## config.mk

```make
export PLATFORM = sky130hd
export DESIGN_NAME = tdc_hit_readout_flat
export DESIGN_NICKNAME = d
export VERILOG_FILES = /design/src/rtl/tdc_hit_readout_if.sv /design/src/rtl/tdc_hit_readout.sv /design/src/flat_wrapper.sv
export SDC_FILE = /design/constraint.sdc
export NUM_CORES = 1
export LEC_CHECK = 0
export ABC_AREA = 1
export ABC_CLOCK_PERIOD_IN_PS = 5680
export CAP_MARGIN = 5
export CORE_ASPECT_RATIO = 1.1
export CORE_MARGIN = 2
export CORE_UTILIZATION = 65
export DETAILED_ROUTE_END_ITERATION = 10
export GPL_TIMING_DRIVEN = 0
export PLACE_DENSITY = 0.86
export SYNTH_ARGS = -nofsm -noshare
export SYNTH_HDL_FRONTEND = slang
export SYNTH_SLANG_ARGS = --single-unit
export TNS_END_PERCENT = 30
```

## constraint.sdc

```tcl
create_clock -name CLK -period 5.68 [get_ports CLK]
set_input_delay 1.136 -clock CLK [delete_from_list [all_inputs] [get_ports CLK]]
set_output_delay 1.136 -clock CLK [all_outputs]
set_load 0.02 [all_outputs]
```

## src/rtl/tdc_hit_readout_if.sv

```systemverilog
// Measurement word stream from the TDC hit readout toward the acquisition logic.
// The readout drives word and valid; the consumer answers with ready.
interface tdc_hit_readout_if #(
   parameter int DW = 17
) ();
   logic [DW-1:0] DATA_OUT;
   logic          DATA_VALID;
   logic          DATA_READY;

   modport master (output DATA_OUT, output DATA_VALID, input DATA_READY);
   modport slave  (input DATA_OUT, input DATA_VALID, output DATA_READY);
endinterface

```

## src/rtl/tdc_hit_readout.sv

```systemverilog
// Measures each CountOn window as a coarse cycle count plus start/stop fine codes,
// buffers the packed words in a small FIFO and drains them over valid/ready.
module tdc_hit_readout #(
   parameter  int COARSE_W   = 8,
   parameter  int FIFO_DEPTH = 8,
   localparam int DW         = COARSE_W + 9
) (
   input  logic                CLK,
   input  logic                RSTn,
   input  logic                ENABLE,
   input  logic                CountOn,
   input  logic [3:0]          Z,
   tdc_hit_readout_if.master   bus,
   output logic                FIFO_FULL,
   output logic [7:0]          DROP_CNT,
   output logic                BUSY
);
   localparam int AW = $clog2(FIFO_DEPTH);

   typedef enum logic {IDLE, RUN} state_t;

   state_t              state, nextState;
   logic                countOnD, lowSeen;
   logic                rise, fall;
   logic                startMeas, countStep, endMeas;
   logic [COARSE_W-1:0] coarse;
   logic                ovf;
   logic [3:0]          zStart;
   logic                pushValid;
   logic [DW-1:0]       pushWord;
   logic [AW:0]         wrPtr, rdPtr, wrNext, rdNext;
   logic                pop, doPush;
   logic [DW-1:0]       headNext;
   logic [DW-1:0]       mem [FIFO_DEPTH];

   // lowSeen blocks a window that was already high when reset released
   always_ff @(posedge CLK or negedge RSTn) begin
      if (!RSTn) begin
         countOnD <= 1'b0;
         lowSeen  <= 1'b0;
      end else begin
         countOnD <= CountOn;
         lowSeen  <= lowSeen | ~CountOn;
      end
   end

   assign rise = CountOn & ~countOnD & lowSeen;
   assign fall = ~CountOn & countOnD;

   always_ff @(posedge CLK or negedge RSTn) begin
      if (!RSTn) state <= IDLE;
      else       state <= nextState;
   end

   always_comb begin
      nextState = state;
      startMeas = 1'b0;
      countStep = 1'b0;
      endMeas   = 1'b0;
      case (state)
         IDLE: begin
            if (rise && ENABLE) begin
               startMeas = 1'b1;
               nextState = RUN;
            end
         end
         RUN: begin
            if (fall) begin
               endMeas   = 1'b1;
               nextState = IDLE;
            end else if (CountOn) begin
               countStep = 1'b1;
            end
         end
         default: nextState = IDLE;
      endcase
   end

   assign BUSY = (state == RUN);

   // The rise cycle itself counts as one, so COARSE equals the high-cycle count
   always_ff @(posedge CLK or negedge RSTn) begin
      if (!RSTn) begin
         coarse    <= '0;
         ovf       <= 1'b0;
         zStart    <= '0;
         pushValid <= 1'b0;
         pushWord  <= '0;
      end else begin
         pushValid <= endMeas;
         if (endMeas) pushWord <= {ovf, coarse, zStart, Z};
         if (startMeas) begin
            coarse <= COARSE_W'(1);
            ovf    <= 1'b0;
            zStart <= Z;
         end else if (countStep) begin
            if (&coarse) ovf    <= 1'b1;
            else         coarse <= coarse + COARSE_W'(1);
         end
      end
   end

   assign FIFO_FULL = (wrPtr[AW] != rdPtr[AW]) && (wrPtr[AW-1:0] == rdPtr[AW-1:0]);
   assign pop       = bus.DATA_VALID & bus.DATA_READY;
   assign doPush    = pushValid & (~FIFO_FULL | pop);
   assign wrNext    = wrPtr + (AW+1)'(doPush);
   assign rdNext    = rdPtr + (AW+1)'(pop);

   always_ff @(posedge CLK) begin
      if (doPush) mem[wrPtr[AW-1:0]] <= pushWord;
   end

   // Output register mirrors the next head; a word landing in an empty slot bypasses memory
   always_comb begin
      headNext = mem[rdNext[AW-1:0]];
      if (rdNext == wrPtr) headNext = pushWord;
   end

   always_ff @(posedge CLK or negedge RSTn) begin
      if (!RSTn) begin
         wrPtr          <= '0;
         rdPtr          <= '0;
         bus.DATA_VALID <= 1'b0;
         bus.DATA_OUT   <= '0;
         DROP_CNT       <= '0;
      end else begin
         wrPtr          <= wrNext;
         rdPtr          <= rdNext;
         bus.DATA_VALID <= (wrNext != rdNext);
         if (wrNext != rdNext) bus.DATA_OUT <= headNext;
         if (pushValid && !doPush && DROP_CNT != 8'hFF) DROP_CNT <= DROP_CNT + 8'd1;
      end
   end
endmodule

```

## src/flat_wrapper.sv

```systemverilog
// flat-port wrapper written by rule: the top's interface ports become plain ports
module tdc_hit_readout_flat 
#(
   parameter  int COARSE_W   = 8,
   parameter  int FIFO_DEPTH = 8,
   localparam int DW         = COARSE_W + 9
)
  (CLK, RSTn, ENABLE, CountOn, Z, FIFO_FULL, DROP_CNT, BUSY, bus_DATA_OUT, bus_DATA_VALID, bus_DATA_READY);
  tdc_hit_readout_if #(.DW((COARSE_W + 9))) bus_i ();
  input  logic CLK;
  input  logic RSTn;
  input  logic ENABLE;
  input  logic CountOn;
  input  logic [3:0] Z;
  output logic FIFO_FULL;
  output logic [7:0] DROP_CNT;
  output logic BUSY;
  output wire logic [$bits(bus_i.DATA_OUT)-1:0] bus_DATA_OUT;
  output wire logic [$bits(bus_i.DATA_VALID)-1:0] bus_DATA_VALID;
  input wire logic [$bits(bus_i.DATA_READY)-1:0] bus_DATA_READY;
  assign bus_DATA_OUT = bus_i.DATA_OUT;
  assign bus_DATA_VALID = bus_i.DATA_VALID;
  assign bus_i.DATA_READY = bus_DATA_READY;
  tdc_hit_readout #(.COARSE_W(COARSE_W), .FIFO_DEPTH(FIFO_DEPTH)) u_core (.CLK(CLK), .RSTn(RSTn), .ENABLE(ENABLE), .CountOn(CountOn), .Z(Z), .bus(bus_i), .FIFO_FULL(FIFO_FULL), .DROP_CNT(DROP_CNT), .BUSY(BUSY));
endmodule
```

==> results of run 1 <==
## cell families (layout without fill, tap and decap cells)
group,after synthesis,count (layout),share of synthesized area
AND/OR/NAND/NOR,543,543,0.244
buffers and inverters,211,291,0.0891
flip-flops,204,204,0.624
AO/OA/AOI/OAI,26,26,0.0158
XOR/XNOR,21,21,0.0198
adder cells (fa/ha/maj),6,6,0.00809
## Yosys cell counts
master,n,share of area
o21ai_0,23,0.012
clkinv_2,1,0.00054
xnor2_1,9,0.0085
nand2_2,4,0.0027
ha_1,6,0.0081
a21oi_4,1,0.0018
nand3_2,1,0.0011
edfxtp_1,136,0.44
buf_1,3,0.0012
nand2_4,2,0.0024
buf_4,2,0.0016
nor3_1,3,0.0016
buf_2,15,0.0081
inv_2,5,0.0020
dfrtp_1,68,0.18
nor2_4,1,0.0012
xor2_1,12,0.011
clkbuf_1,17,0.0069
nand3_1,133,0.072
nor2_1,15,0.0061
o21a_1,1,0.00081
a21boi_1,1,0.00081
nand3b_1,1,0.00081
nor3_2,1,0.0011
nand2_1,381,0.15
buf_6,1,0.0012
nor2_2,1,0.00067
inv_1,167,0.068
## power groups by stage
stage / combinational, mW / sequential (mW) / clock [mW]
after floorplan: 1.78 / 2.16 / 0
after global placement: 2.62 / 2.16 / 0
after detailed placement: 2.71 / 2.17 / 0
after CTS: 2.77 / 2.15 / 1.34
after global routing: 3.08 / 2.18 / 1.39
final: 2.80 / 2.16 / 1.34
## worst max path at each step
stage / slack, ns / startpoint / endpoint
final: 1.96 / bus_DATA_READY / u_core.bus.DATA_OUT[11]$_DFFE_PN0P_
after floorplan: 2.49 / bus_DATA_READY / u_core.bus.DATA_OUT[0]$_DFFE_PN0P_
after CTS: 1.98 / bus_DATA_READY / u_core.bus.DATA_OUT[13]$_DFFE_PN0P_
after detailed placement: 1.49 / bus_DATA_READY / u_core.bus.DATA_OUT[13]$_DFFE_PN0P_
after global placement: 1.25 / RSTn / u_core.pushWord[9]$_DFFE_PN0P_
after global routing: 1.70 / bus_DATA_READY / u_core.bus.DATA_OUT[1]$_DFFE_PN0P_
## flip-flops by register name (all words and copies together) (netlist names)
| register | count |
|---|---|
| u_core.BUSY | 1 |
| u_core.DROP_CNT | 8 |
| u_core.bus.DATA_OUT | 17 |
| u_core.bus.DATA_VALID | 1 |
| u_core.coarse | 8 |
| u_core.countOnD | 1 |
| u_core.lowSeen | 1 |
| u_core.mem | 136 |
| u_core.ovf | 1 |
| u_core.pushValid | 1 |
| u_core.pushWord | 17 |
| u_core.rdPtr | 4 |
| u_core.wrPtr | 4 |
| u_core.zStart | 4 |
## worst reg2reg max path: cells and delay by family, from the launching register on
kind	cells	cell delay, ns
buffers and inverters	4	0.51
XOR/XNOR	2	0.36
AND/OR/NAND/NOR	8	1.30
AO/OA/AOI/OAI	1	0.33
adder cells (fa/ha/maj)	2	0.45
flip-flops	1	0.37
## cell type report
cell class                 instances  area share
clock inverter                     8     0.00833
sequential                       204       0.542
clock buffer                      28      0.0536
tap                              188      0.0221
buffer                            38      0.0165
inverter                         173      0.0610
timing repair buffer              44      0.0445
multi-input combinational        596       0.252
## layer usage
layer	GRT usage	wire length (µm)	up-vias
li1	-	-	3298
met5	0	0	-
met2	0.531	11200	365
met3	0.0506	1870	92
met1	0.371	8230	3375
met4	0.154	1070	0
## per-stage QoR
step                power (mW)  setup slack (ns)
CTS                       6.26              1.98
floorplan                 3.94              2.49
detailed placement        4.89              1.49
global placement          4.78              1.25
global route              6.66              1.70
finish                    6.30              1.96
==> metrics.log, run 1 <==
INFO  metric status = finished clean
INFO  metric vdd_drop_max = 351 µV
INFO  metric layout.cells.most_common_list = 381 x nand2_1, 167 x inv_1, 136 x edfxtp_1
INFO  metric hold_path.class = reg -> reg
INFO  metric seq_area_frac_synth = 0.624
INFO  metric layout.nets = 1092
INFO  metric path_buf_inv = 5
INFO  metric post-route-drc-count = 0
INFO  metric min-delay-start = u_core.lowSeen$_DFF_PN0_
INFO  metric cp_num_cells = 16
INFO  metric antenna_found_initial = 0
INFO  metric synth_to_final_area_change = 15.0%
INFO  metric maximum_fanout_encountered_on_the_critical_timing_path = 10
INFO  metric critPathMostFrequentCell = nand2_1
INFO  metric first_global_vias = 7217
INFO  metric ys_seq_elements = 204
INFO  metric cts_hold_buffers = 0
INFO  metric detailedRoute.firstPassIterationCount = 5
INFO  metric worst_margin_pin_slew = 0.837 ns
INFO  metric placer_congestion_estimate = 0.889
INFO  metric whs_path_depth = 2
INFO  metric syn-num-nets = 1026
INFO  metric area_of_the_core = 0.0139 mm²
INFO  metric cp.required = 6.07 ns
INFO  metric cts_setup_buffers = 0
INFO  metric critical_path_arrival = 4.11 ns
INFO  metric power.density_cell_area = 591 mW/mm²
INFO  metric cts.htree.levels = 1
INFO  metric via_per_inst = 5.57
INFO  metric dp.final_hpwl = 15000 µm
INFO  metric register_area = 0.00579 mm²
INFO  metric report.final.slew_viol_count = 0
INFO  metric antenna_cells_inserted = 0
INFO  metric critPathSlowestCell = clkdlybuf4s50_1
INFO  metric clk_latency = 0.50 ns
INFO  metric multi_input_area = 0.00269 mm²
INFO  metric die_area = 0.0152 mm²
INFO  metric globalRouteTotalUtil = 0.304
INFO  metric holdPathEnd = u_core.lowSeen$_DFF_PN0_
INFO  metric wire_per_inst = 17.5 µm
INFO  metric global_route_wire_length_before_repair = 35900 µm
INFO  metric clk_transition_reported_paths = 0.06 ns
INFO  metric fmax = 0.269 GHz
INFO  metric critical-path-max-stage-delay = 0.40 ns
INFO  metric finalCoreUtilization = 0.770
INFO  metric fin_area = 0.0107 mm²
INFO  metric drive_gt1_frac = 0.0742
INFO  metric routed_wirelength = 22400 µm
INFO  metric r2r_start = u_core.wrPtr[2]$_DFF_PN0_
INFO  metric post-route-min-period = 3.72 ns
INFO  metric path_cells = clkdlybuf4s50_1 -> nand2_1 -> inv_1 -> nor2_2 -> inv_1 -> nand2_1 -> inv_1 -> ha_1 -> ha_1 -> xnor2_1 -> nand2_1 -> a21oi_4 -> nand2_4 -> buf_6 -> nand2_1 -> nand2_1
INFO  metric criticalPathCategory = in -> reg
INFO  metric cap_violations = 0
INFO  metric timing.rr.end = u_core.bus.DATA_OUT[11]$_DFFE_PN0P_
INFO  metric critical_path_start_type = primary input
INFO  metric power.internal = 3.57 mW
INFO  metric cpLargestDelayFamily = simple AND/OR/NAND/NOR gates
INFO  metric tritoncts_num_sinks = 204
INFO  metric grt_setup_unrepaired = false
INFO  metric crit_path_end_kind = flop
INFO  metric layout_commonest_cell = nand2_1
INFO  metric synth.yosys.warnings = 0
INFO  metric cts_tree = yes
INFO  metric timing.reg2reg.worst_path_depth = 17
INFO  metric rrSetupSlack = 2.24 ns
INFO  metric num_rows = 45
INFO  metric die_x = 118 µm
INFO  metric final_min_period_over_clock_period = 0.655
INFO  metric final_cell_count_no_fill = 1279
INFO  metric cts-resized-gates = 0
INFO  metric clock_power_share = 0.213
INFO  metric final_hold_viol_count = 0
INFO  metric die_y = 129 µm
INFO  metric initialDrtViolationCount = 884
INFO  metric net-switching-power = 2.73 mW
INFO  metric grt_max_degree = 69
INFO  metric syn_avg_cell_area = 9.18 µm²
INFO  metric timing.setup.tns = 0 ns
INFO  metric finClkSkew = 0.0142 ns
INFO  metric start_util = 0.670
INFO  metric timing.max_slew.rel_slack = 0.442
INFO  metric io_buffer_count = 36
INFO  metric dpl_cell_area = 0.0100 mm²
INFO  metric setup-violations-final = 0
INFO  metric post_route_ant_nets = 0
INFO  metric pin_count = 37
INFO  metric numPlacedInstances = 1243
INFO  metric vias = 7130
INFO  metric synth.cell_area = 0.00928 mm²
INFO  metric tritoncts.num_buffers = 20
INFO  metric max_buffers_root_to_sink = 3
INFO  metric filler_cell_count = 878
INFO  metric fin_hold_ws = 0.470 ns
INFO  metric root_buffer = clkbuf_16
INFO  metric grt.overflow.total = 0
INFO  metric combinationalPowerShare = 0.445
INFO  metric p_sw_frac = 0.433
INFO  metric yosysUniqueCellTypes = 28
INFO  metric leakage_power_figure = 5.13 nW
INFO  metric synthCells = 1011
INFO  metric seq_power_share = 0.342
(Power assumes the default switching activity.)
==> inputs of run 2 (changes only) <==
--- a/config.mk
+++ b/config.mk
@@ -6,14 +6,14 @@
 export NUM_CORES = 1
 export LEC_CHECK = 0
 export ABC_AREA = 1
-export ABC_CLOCK_PERIOD_IN_PS = 5680
+export ABC_CLOCK_PERIOD_IN_PS = 3300
 export CAP_MARGIN = 5
 export CORE_ASPECT_RATIO = 1.1
 export CORE_MARGIN = 2
-export CORE_UTILIZATION = 65
+export CORE_UTILIZATION = 55
 export DETAILED_ROUTE_END_ITERATION = 10
 export GPL_TIMING_DRIVEN = 0
-export PLACE_DENSITY = 0.86
+export PLACE_DENSITY = 0.78
 export SYNTH_ARGS = -nofsm -noshare
 export SYNTH_HDL_FRONTEND = slang
 export SYNTH_SLANG_ARGS = --single-unit
==> constraint.sdc (replaced) <==
create_clock -name CLK -period 3.3 [get_ports CLK]
set_input_delay 0.66 -clock CLK [delete_from_list [all_inputs] [get_ports CLK]]
set_output_delay 0.66 -clock CLK [all_outputs]
set_load 0.02 [all_outputs]
==> run 2 against run 1 <==
Count of clock-buffer cells in the layout fell by 3. Sequential share of layout area fell by 0.24 points. Non-clock buffer count rose by 1. Hold slack got worse by 0.20 ns. Routed wire length fell by 1.9%. Largest cell class unchanged. Clock skew fell by 0.0047 ns. Global-route usage fell by 4.9 points. Combinational power rose by 70%. Die area rose by 18%. Core utilization fell by 12 points. Largest power group unchanged. Sequential power rose by 72%.
==> metrics.log, run 2 (synthesis results as in run 1) <==
INFO  metric critPathMostFrequentCell = nand2_1
INFO  metric layout.nets = 1094
INFO  metric grt_setup_unrepaired = false
INFO  metric timing.rr.end = u_core.bus.DATA_OUT[2]$_DFFE_PN0P_
INFO  metric layout.cells.most_common_list = 380 x nand2_1, 167 x inv_1, 136 x edfxtp_1
INFO  metric vdd_drop_max = 592 µV
INFO  metric die_x = 128 µm
INFO  metric dpl_cell_area = 0.0100 mm²
INFO  metric layout_commonest_cell = nand2_1
INFO  metric timing.setup.tns = 0 ns
INFO  metric die_area = 0.0179 mm²
INFO  metric fin_area = 0.0107 mm²
INFO  metric final_min_period_over_clock_period = 0.928
INFO  metric initialDrtViolationCount = 578
INFO  metric report.final.slew_viol_count = 0
INFO  metric root_buffer = clkbuf_16
INFO  metric power.density_cell_area = 1010 mW/mm²
INFO  metric detailedRoute.firstPassIterationCount = 6
INFO  metric critPathSlowestCell = dfrtp_1
INFO  metric cap_violations = 0
INFO  metric vias = 6907
INFO  metric post-route-drc-count = 0
INFO  metric num_rows = 49
INFO  metric path_cells = buf_2 -> xor2_1 -> nor2_1 -> nand3_1 -> nor2_4 -> inv_1 -> nand2_2 -> inv_1 -> ha_1 -> ha_1 -> xnor2_1 -> nand2_1 -> a21oi_4 -> nand2_4 -> buf_6 -> nand2_1 -> nand2_1
INFO  metric path_buf_inv = 4
INFO  metric cp.required = 3.70 ns
INFO  metric start_util = 0.565
INFO  metric critical-path-max-stage-delay = 0.36 ns
INFO  metric max_buffers_root_to_sink = 3
INFO  metric placer_congestion_estimate = 0.862
INFO  metric cts.htree.levels = 1
INFO  metric post-route-min-period = 3.06 ns
INFO  metric antenna_cells_inserted = 0
INFO  metric cts_tree = yes
INFO  metric clk_latency = 0.50 ns
INFO  metric global_route_wire_length_before_repair = 35400 µm
INFO  metric crit_path_end_kind = flop
INFO  metric largest_register_ffs = 136
INFO  metric post_route_ant_nets = 0
INFO  metric finClkSkew = 0.00957 ns
INFO  metric area_of_the_core = 0.0164 mm²
INFO  metric dp.final_hpwl = 14900 µm
INFO  metric drive_gt1_frac = 0.0768
INFO  metric setup-violations-final = 0
INFO  metric criticalPathCategory = reg -> reg
INFO  metric timing.max_slew.rel_slack = 0.430
INFO  metric hold_path.class = in -> async
INFO  metric die_y = 140 µm
INFO  metric critical_path_arrival = 3.46 ns
INFO  metric cpLargestDelayFamily = simple AND/OR/NAND/NOR gates
INFO  metric routed_wirelength = 22000 µm
INFO  metric critical_path_start_type = flop
INFO  metric fin_total_pwr = 10.8 mW
INFO  metric leakage_power_figure = 5.14 nW
INFO  metric synth_to_final_area_change = 15.5%
INFO  metric pin_count = 37
INFO  metric io_buffer_count = 36
INFO  metric globalRouteTotalUtil = 0.255
INFO  metric clk_transition_reported_paths = 0.06 ns
INFO  metric final_hold_viol_count = 0
INFO  metric via_per_inst = 5.32
INFO  metric timing.reg2reg.worst_path_depth = 17
INFO  metric first_global_vias = 6925
INFO  metric maximum_fanout_encountered_on_the_critical_timing_path = 10
INFO  metric cts_hold_buffers = 0
INFO  metric grt_max_degree = 69
INFO  metric worst_margin_pin_slew = 0.855 ns
INFO  metric wire_per_inst = 16.9 µm
INFO  metric rrSetupSlack = 0.24 ns
INFO  metric antenna_found_initial = 0
INFO  metric r2r_start = u_core.wrPtr[2]$_DFF_PN0_
INFO  metric tritoncts.num_buffers = 21
INFO  metric grt.overflow.total = 0
INFO  metric tritoncts_num_sinks = 204
INFO  metric fmax = 0.327 GHz
INFO  metric status = finished clean
run 2: per-layer routing:
layer,wire [µm],track usage,share of wire,up-vias
li1,-,-,-,3294
met1,8610,0.332,0.39,3249
met2,10800,0.436,0.49,299
met3,1690,0.0355,0.077,65
met4,838,0.0995,0.038,0
met5,0,0,0,-
run 2: what timing repair did:
action / 4_1_cts / 5_1_grt
resized for setup: 1 / 1
setup buffers: 0 / 1
setup endpoints to repair: 10 / 18
run 2: how the worst max path moves through the flow:
stage                               from  slack (ns)                                 end  depth (start not counted)
6_report       u_core.wrPtr[2]$_DFF_PN0_        0.24  u_core.bus.DATA_OUT[2]$_DFFE_PN0P_                         17
5_1_grt        u_core.wrPtr[2]$_DFF_PN0_        0.03  u_core.bus.DATA_OUT[2]$_DFFE_PN0P_                         17
3_5_place_dp              bus_DATA_READY       -0.40  u_core.bus.DATA_OUT[0]$_DFFE_PN0P_                         16
3_3_place_gp                        RSTn       -0.71     u_core.pushWord[10]$_DFFE_PN0P_                          1
4_1_cts        u_core.wrPtr[2]$_DFF_PN0_        0.05  u_core.bus.DATA_OUT[0]$_DFFE_PN0P_                         17
2_1_floorplan  u_core.wrPtr[2]$_DFF_PN0_        0.55  u_core.bus.DATA_OUT[0]$_DFFE_PN0P_                         17
run 2: worst register-to-register path, stage by stage (launching register included):
cell,delay [ns]
dfrtp_1,0.36
buf_2,0.17
xor2_1,0.15
nor2_1,0.09
nand3_1,0.13
nor2_4,0.25
inv_1,0.09
nand2_2,0.23
inv_1,0.08
ha_1,0.22
ha_1,0.31
xnor2_1,0.14
nand2_1,0.11
a21oi_4,0.22
nand2_4,0.12
buf_6,0.16
nand2_1,0.07
nand2_1,0.05
run 2: area by class of cell:
class                           count  area (µm²)
Tap cell                          204         255
Clock inverter                     13         116
Sequential cell                   204        5790
Timing Repair Buffer               45         498
Buffer                             38         176
Multi-Input combinational cell    596        2690
Fill cell                        1271        5720
Inverter                          173         651
Clock buffer                       25         541
run 2: where the power goes:
group	switching [mW]	total (mW)	internal, mW
logic	3.25	4.77	1.52
clock network	0.958	2.29	1.33
registers	0.449	3.72	3.27
total	4.65	10.8	6.12
run 2: per-stage QoR:
stage	setup slack (ns)	hold slack, ns	std cells	util
3_5_place_dp	-0.405	0.461	1259	0.611
2_1_floorplan	0.548	0.364	1011	-
5_1_grt	0.0339	0.348	1298	0.652
3_3_place_gp	-0.712	0.446	1251	0.602
4_1_cts	0.0482	0.298	1297	0.651
6_report	0.238	0.267	1298	0.652
==> inputs of run 3 (changes only) <==
--- a/config.mk
+++ b/config.mk
@@ -6,13 +6,12 @@
 export NUM_CORES = 1
 export LEC_CHECK = 0
 export ABC_AREA = 1
-export ABC_CLOCK_PERIOD_IN_PS = 3300
 export CAP_MARGIN = 5
 export CORE_ASPECT_RATIO = 1.1
 export CORE_MARGIN = 2
 export CORE_UTILIZATION = 55
+export CTS_CLUSTER_DIAMETER = 60
 export DETAILED_ROUTE_END_ITERATION = 10
-export GPL_TIMING_DRIVEN = 0
 export PLACE_DENSITY = 0.78
 export SYNTH_ARGS = -nofsm -noshare
 export SYNTH_HDL_FRONTEND = slang
==> run 3 against run 2 <==
Count of clock-buffer cells in the layout is 4 higher. Flip-flop and latch count unchanged. Routed wire length shrank 5.7%. Maximum frequency grew 13%. Global-route usage decreased by 1.6 points.
==> metrics.log, run 3 (synthesis results as in run 1) <==
INFO  metric tritoncts.num_buffers = 21
INFO  metric die_y = 140 µm
INFO  metric worst_margin_pin_slew = 0.862 ns
INFO  metric final_min_period_over_clock_period = 0.818
INFO  metric timing.setup.tns = 0 ns
INFO  metric globalRouteTotalUtil = 0.239
INFO  metric cts-resized-gates = 0
INFO  metric largest_register_ffs = 136
INFO  metric drive_gt1_frac = 0.0781
INFO  metric critical_path_arrival = 2.04 ns
INFO  metric critical-path-max-stage-delay = 0.60 ns
INFO  metric report.final.slew_viol_count = 0
INFO  metric layout.cells.most_common_list = 381 x nand2_1, 167 x inv_1, 136 x edfxtp_1
INFO  metric cap_violations = 0
INFO  metric cp.required = 2.64 ns
INFO  metric global_route_wire_length_before_repair = 33700 µm
INFO  metric die_x = 128 µm
INFO  metric io_buffer_count = 36
INFO  metric detailedRoute.firstPassIterationCount = 5
INFO  metric final_hold_viol_count = 0
INFO  metric finalCoreUtilization = 0.651
INFO  metric num_rows = 49
INFO  metric dp.final_hpwl = 12800 µm
INFO  metric fin_total_pwr = 10.8 mW
INFO  metric rrSetupSlack = 0.62 ns
INFO  metric post-route-min-period = 2.70 ns
INFO  metric grt.overflow.total = 0
INFO  metric routed_wirelength = 20700 µm
INFO  metric path_cells = xor2_1 -> nor2_1 -> nand3_1 -> inv_1 -> clkdlybuf4s50_1
INFO  metric leakage_power_figure = 5.18 nW
INFO  metric placer_congestion_estimate = 0.900
INFO  metric pin_count = 37
INFO  metric tritoncts_num_sinks = 204
INFO  metric layout_commonest_cell = nand2_1
INFO  metric cts.htree.levels = 1
INFO  metric clk_latency = 0.49 ns
INFO  metric synth_to_final_area_change = 15.3%
INFO  metric crit_path_end_kind = output pin
INFO  metric layout.nets = 1076
INFO  metric critPathSlowestCell = clkdlybuf4s50_1
INFO  metric cts_setup_buffers = 0
INFO  metric max_buffers_root_to_sink = 3
INFO  metric first_global_vias = 6641
INFO  metric antenna_cells_inserted = 0
INFO  metric clk_transition_reported_paths = 0.06 ns
INFO  metric wire_per_inst = 16.2 µm
INFO  metric grt_setup_unrepaired = false
INFO  metric via_per_inst = 5.31
INFO  metric filler_cell_count = 1277
INFO  metric vias = 6791
INFO  metric die_area = 0.0179 mm²
INFO  metric cts_tree = yes
INFO  metric status = finished clean
INFO  metric antenna_found_initial = 0
INFO  metric timing.max_slew.rel_slack = 0.426
INFO  metric initialDrtViolationCount = 734
INFO  metric setup-violations-final = 0
INFO  metric hold_path.class = in -> async
INFO  metric root_buffer = clkbuf_16
INFO  metric cts_hold_buffers = 0
INFO  metric critical_path_start_type = flop
INFO  metric grt_max_degree = 69
INFO  metric power.density_cell_area = 1010 mW/mm²
INFO  metric start_util = 0.565
INFO  metric maximum_fanout_encountered_on_the_critical_timing_path = 8
INFO  metric post-route-drc-count = 0
INFO  metric final_cell_count_no_fill = 1279
INFO  metric vdd_drop_max = 662 µV
INFO  metric criticalPathCategory = reg -> out
INFO  metric finClkSkew = 0.0107 ns
INFO  metric post_route_ant_nets = 0
INFO  metric area_of_the_core = 0.0164 mm²
INFO  metric numPlacedInstances = 1242
INFO  metric fmax = 0.371 GHz
## run 3: cell count changes in the layout (fill, tap and decap cells not counted), sizes merged
cell      before  now
buf           31   30
bufinv         2    1
clkinv        10    7
clkinvlp       1    0
clkbuf        42   29
## run 3: where the power goes
part	total [mW]	internal [mW]	switching [mW]
logic	4.66	1.57	3.08
registers	3.75	3.27	0.484
clock network	2.43	1.48	0.955
total	10.8	6.32	4.52
## run 3: routing by layer
| metal | global-route usage | vias up | share of wire |
|---|---|---|---|
| met2 | 0.405 | 261 | 0.49 |
| met4 | 0.0943 | 0 | 0.036 |
| met1 | 0.308 | 3209 | 0.40 |
| met5 | 0 | - | 0 |
| met3 | 0.0435 | 50 | 0.077 |
| li1 | - | 3271 | - |
## run 3: worst max-delay path: cells and delay by family, from the launching register on
family / cells / cell delay, ns
buffers and inverters: 2 / 0.68
XOR/XNOR: 1 / 0.18
AND/OR/NAND/NOR: 2 / 0.20
flip-flops: 1 / 0.48
## run 3: cell type report
class	count	area [µm²]	share of cell area
Sequential cell	204	5790	0.541
Clock buffer	29	659	0.0617
Multi-Input combinational cell	596	2670	0.249
Clock inverter	8	66.3	0.00620
Timing Repair Buffer	65	611	0.0571
Inverter	173	651	0.0608
Tap cell	204	255	0.0239
## run 3: worst paths after layout
kind / startpoint / endpoint / cells past startpoint
max: u_core.wrPtr[2]$_DFF_PN0_ / FIFO_FULL / 5
min: RSTn / u_core.DROP_CNT[1]$_DFFE_PN0P_ / 2
max reg2reg: u_core.wrPtr[2]$_DFF_PN0_ / u_core.bus.DATA_OUT[9]$_DFFE_PN0P_ / 15
min reg2reg: u_core.lowSeen$_DFF_PN0_ / u_core.lowSeen$_DFF_PN0_ / 2
max in group asynchronous: RSTn / u_core.pushWord[1]$_DFFE_PN0P_ / 2
min in group CLK: u_core.lowSeen$_DFF_PN0_ / u_core.lowSeen$_DFF_PN0_ / 2
## run 3: through the flow
step | hold slack (ns) | cell area [µm²] | setup slack (ns)
detailed placement | 0.453 | 9970 | 0.327
global route | 0.433 | 10700 | 0.347
finish | 0.358 | 10700 | 0.601
global placement | 0.440 | 9970 | 0.374
CTS | 0.396 | 10700 | 0.592
floorplan | 0.364 | 9280 | 0.548
